**config.mk**
```make
export PLATFORM = sky130hd
export DESIGN_NAME = periph_bus_initiator
export DESIGN_NICKNAME = d
export VERILOG_FILES = /design/src/rtl/periph_bus_initiator.sv
export SDC_FILE = /design/constraint.sdc
export NUM_CORES = 1
export LEC_CHECK = 0
export ABC_CLOCK_PERIOD_IN_PS = 2150
export BUFFER_PORTS_ARGS = -buffer_cell sky130_fd_sc_hd__buf_2
export CORE_MARGIN = 4
export CORE_UTILIZATION = 48
export CTS_CLUSTER_DIAMETER = 60
export DETAILED_ROUTE_END_ITERATION = 6
export GPL_ROUTABILITY_DRIVEN = 0
export PLACE_DENSITY_LB_ADDON = 0.15
export SYNTH_ARGS = -nofsm -noshare
export SYNTH_HDL_FRONTEND = slang
export SYNTH_SLANG_ARGS = --single-unit
```
**constraint.sdc**
```tcl
create_clock -name sys_clk -period 2.15 [get_ports sys_clk]
set_clock_uncertainty 0.05 [all_clocks]
set_input_delay 0.43 -clock sys_clk [delete_from_list [all_inputs] [get_ports sys_clk]]
set_output_delay 0.43 -clock sys_clk [all_outputs]
set_load 0.02 [all_outputs]
```
**src/rtl/periph_bus_initiator.sv**
```systemverilog
// periph_bus_initiator: turns single/burst read-write commands into one-beat-at-a-time bus transactions with per-beat timeout
module periph_bus_initiator #(
  parameter int TIMEOUT_CYCLES = 255,
  parameter int LEN_W = 4
) (
  input  logic             sys_clk,
  input  logic             rst,
  input  logic             cmd_valid,
  output logic             cmd_ready,
  input  logic             cmd_write,
  input  logic [30:0]      cmd_addr,
  input  logic [31:0]      cmd_wdata,
  input  logic [3:0]       cmd_wstrb,
  input  logic [LEN_W-1:0] cmd_len,
  output logic             rsp_valid,
  input  logic             rsp_ready,
  output logic [31:0]      rsp_rdata,
  output logic             rsp_error,
  output logic             rsp_last,
  output logic             bus_valid,
  output logic [30:0]      bus_addr,
  output logic             bus_write,
  output logic [31:0]      bus_wdata,
  output logic [3:0]       bus_wstrb,
  input  logic [31:0]      bus_rdata,
  input  logic             bus_ready,
  output logic             busy
);
  localparam int TW = $clog2(TIMEOUT_CYCLES + 1);
  typedef enum logic [1:0] {IDLE, BUS, RSP} state_t;
  state_t           state_q, state_d;
  logic [30:0]      addr_q, addr_d;
  logic             write_q, write_d;
  logic [31:0]      wdata_q, wdata_d;
  logic [3:0]       wstrb_q, wstrb_d;
  logic [LEN_W-1:0] beats_q, beats_d;
  logic [TW-1:0]    timer_q, timer_d;
  logic [31:0]      rdata_q, rdata_d;
  logic             error_q, error_d;
  logic             last_q, last_d;
  always_comb begin
    state_d = state_q;
    addr_d  = addr_q;
    write_d = write_q;
    wdata_d = wdata_q;
    wstrb_d = wstrb_q;
    beats_d = beats_q;
    timer_d = timer_q;
    rdata_d = rdata_q;
    error_d = error_q;
    last_d  = last_q;
    if (state_q == IDLE && cmd_valid) begin
      // read data/strobes are zeroed at latch so the bus sees 0 on reads
      addr_d  = {cmd_addr[30:2], 2'b00};
      write_d = cmd_write;
      wdata_d = cmd_write ? cmd_wdata : 32'd0;
      wstrb_d = cmd_write ? cmd_wstrb : 4'd0;
      beats_d = cmd_len;
      timer_d = '0;
      state_d = BUS;
    end else if (state_q == BUS) begin
      timer_d = timer_q + 1'b1;
      if (bus_ready) begin
        rdata_d = write_q ? 32'd0 : bus_rdata;
        error_d = 1'b0;
        last_d  = (beats_q == '0);
        state_d = RSP;
      end else if (timer_q == TW'(TIMEOUT_CYCLES - 1)) begin
        rdata_d = 32'd0;
        error_d = 1'b1;
        last_d  = 1'b1;
        state_d = RSP;
      end
    end else if (state_q == RSP && rsp_ready) begin
      state_d = last_q ? IDLE : BUS;
      addr_d  = last_q ? addr_q : addr_q + 31'd4;
      beats_d = last_q ? beats_q : beats_q - 1'b1;
      timer_d = '0;
    end
  end
  always_ff @(posedge sys_clk) begin
    if (rst) begin
      state_q <= IDLE;
      addr_q  <= '0;
      write_q <= 1'b0;
      wdata_q <= '0;
      wstrb_q <= '0;
      beats_q <= '0;
      timer_q <= '0;
      rdata_q <= '0;
      error_q <= 1'b0;
      last_q  <= 1'b0;
    end else begin
      state_q <= state_d;
      addr_q  <= addr_d;
      write_q <= write_d;
      wdata_q <= wdata_d;
      wstrb_q <= wstrb_d;
      beats_q <= beats_d;
      timer_q <= timer_d;
      rdata_q <= rdata_d;
      error_q <= error_d;
      last_q  <= last_d;
    end
  end
  assign cmd_ready = (state_q == IDLE) && !rst;
  assign busy      = state_q != IDLE;
  assign bus_valid = state_q == BUS;
  assign rsp_valid = state_q == RSP;
  assign bus_addr  = addr_q;
  assign bus_write = write_q;
  assign bus_wdata = wdata_q;
  assign bus_wstrb = wstrb_q;
  assign rsp_rdata = rdata_q;
  assign rsp_error = error_q;
  assign rsp_last  = last_q;
endmodule

```
==> impl_metrics.json <==
{
  "start_util": 0.500,
  "grt_overflow_total": 0,
  "grt_pass1_vias": 4970,
  "ctsHtreeMaxLevel": 4,
  "cts_tree": "done",
  "power.leakage_nw": 3.01,
  "critical_path_class": "flip-flop to output pin",
  "dpl.cell_count": 882,
  "post-route-drc-count": 0,
  "postSynth.asyncResetShare": 0,
  "endpoint_kind": "output pin",
  "drtIter0Drc": 368,
  "slew_viol_final": 0,
  "clock.fmax_mhz": 488,
  "synth_area_leader_cell": "dfxtp_1",
  "diodes": 0,
  "postCtsHoldBufs": 0,
  "ant_nets": 0,
  "io_pins": 215,
  "startpoint": "state_q[0]",
  "wl_per_cell_um": 16.4,
  "tns_ns": 0,
  "antenna_found_initial": 0,
  "clockBufferDepth": 2,
  "final_cells": 914,
  "die_y_um": 109,
  "area_growth_pct": 37.1,
  "fin_crit_sh": 0.954,
  "seq_area_frac_synth": 0.463,
  "cp_data_arrival_time_ns": 1.57,
  "clk_latency_ns": 0.51,
  "drv_cap": 0,
  "synth_top_area_frac": 0.463,
  "ir_worst_vdd_mv": 0.512,
  "r2r_start": "bus_addr[8]",
  "final_nets": 881,
  "hold_violations": 0,
  "ys_warn_count": 0,
  "cts_root_buf": "clkbuf_8",
  "viasPerCell": 5.68,
  "postSynthAreaPerCell_um2": 8.77,
  "syn-cell-area_mm2": 0.00493,
  "n_fill_cell": 859,
  "fp-row-count": 36,
  "synthTopCellsByArea": "dfxtp_1, a22o_1, nand2_1",
  "syn_inst": 562,
  "whs_path_depth": 2,
  "rr_endpoint": "bus_addr[27]",
  "crit_fanout": 10,
  "ff2ff_setup_slack_ns": 0.15,
  "synth_common_cells": "dfxtp_1, nand2_1, a21oi_1",
  "synth_most_common_cell": "dfxtp_1",
  "critPathLaunchType": "flip-flop",
  "core_mm2": 0.00986,
  "firstDrtPassIters": 4,
  "cp.required_ns": 1.67,
  "min_period_ns": 2.05,
  "synth_flop_cell": "dfxtp_1",
  "hpwl_um": 10600,
  "port_buffers": 210,
  "synth_cell_types": 59,
  "finalSetupViolCount": 0,
  "vias": 5187,
  "p_total_w": 0.00597,
  "p_per_area_mw_per_mm2": 883,
  "min-delay-start": "cmd_wdata[13]",
  "groute.usage.overall": 0.241,
  "r2r_cells": 4,
  "drt_wl_total_um": 15000,
  "hold_path_class": "input port to flip-flop",
  "grt_max_degree": 38,
  "holdPathEnd": "bus_wdata[13]",
  "dieArea_mm2": 0.0120,
  "outcome": "finished, final reports clean",
  "clock-sinks": 114,
  "path_clk_slew_ns": 0.06,
  "synth-seq-cells": 114,
  "layout-drive-gt1-share": 0.356,
  "die_w_um": 109,
  "cts_made_buffers": 17,
  "synth-edff-count": 0,
  "grt_pass1_wl_um": 23100
}
cell families (layout without fill, tap and decap cells):
group	after synthesis	count (layout)	synth area share
adder cells (fa/ha/maj)	4	4	0.0102
AO/OA/AOI/OAI	179	179	0.243
AND/OR/NAND/NOR	203	203	0.221
other	1	2	0.000761
buffers and inverters	53	271	0.0475
XOR/XNOR	7	7	0.0124
flip-flops	114	114	0.463
multiplexers	1	1	0.00228
registers in the layout, summed over array words and instances, names as in the netlist:
name       flops
beats_q        4
timer_q        8
bus_write      1
rsp_error      1
bus_wstrb      4
bus_addr      29
state_q        2
rsp_rdata     32
bus_wdata     32
rsp_last       1
per-layer routing:
layer,global-route usage,wire (um),vias up
li1,-,-,2500
met1,0.288,6170,2451
met2,0.409,7270,212
met3,0.0711,1260,24
met4,0.0899,255,0
met5,0,0,-
worst max-delay path by stage:
stage	end	cells after the start	slack, ns
floorplan	bus_addr[25]	4	0.30
global route	cmd_ready	4	-0.007
detailed placement	bus_addr[27]	4	0.19
global placement	bus_addr[27]	4	0.23
CTS	bus_valid	4	0.02
finish	cmd_ready	4	0.1
stage by stage:
stage	utilization	hold slack (ns)	instance area, um^2	setup slack, ns
global route	0.685	0.0550	6760	-0.00713
CTS	0.684	0.0664	6750	0.0161
finish	0.685	0.0818	6760	0.0992
detailed placement	0.622	0.409	6130	0.188
floorplan	-	0.395	4930	0.304
global placement	0.622	0.406	6130	0.226
power breakdown:
group          switching [W]  internal (W)  leakage, nW
sequential         0.0000986       0.00223        0.930
clock                0.00103       0.00185        0.289
combinational       0.000463      0.000301         1.80
total                0.00159       0.00437         3.01
area by class of cell:
class	instances	area, um^2	share of cell area
Multi-Input combinational cell	396	2430	0.360
Inverter	9	33.8	0.00500
Clock buffer	19	442	0.0654
Tap cell	133	166	0.0246
Sequential cell	114	2280	0.338
Clock inverter	13	173	0.0256
Timing Repair Buffer	230	1230	0.182
what timing repair did:
action | CTS | global route
setup buffers | 0 | 0
resized for setup | 1 | 3
pin swaps | 0 | 0
endpoints found under the setup margin | 1 | 1
placed cells by master (no fill, tap or decap), types with 6 or more instances in the layout:
cell | synthesis | routed
buf_2 | 12 | 209
dfxtp_1 | 114 | 114
nand2_1 | 71 | 71
a21oi_1 | 43 | 42
o21ai_0 | 42 | 42
a22o_1 | 36 | 36
nor2_1 | 36 | 34
buf_4 | 3 | 19
clkbuf_16 | 0 | 16
nand3_1 | 13 | 13
a31oi_1 | 13 | 13
nand4_1 | 11 | 11
and3_1 | 10 | 10
inv_1 | 9 | 8
a211oi_1 | 8 | 8
or4_1 | 8 | 8
nor4_1 | 8 | 8
nor3_1 | 7 | 7
and4_1 | 6 | 6
or3_1 | 6 | 6
critical path, cell delays in order, from the launching register on:
cell	delay, ns
dfxtp_1	0.33
buf_4	0.18
or2_2	0.30
nor2_1	0.10
buf_4	0.15
(Power assumes the default switching activity.)
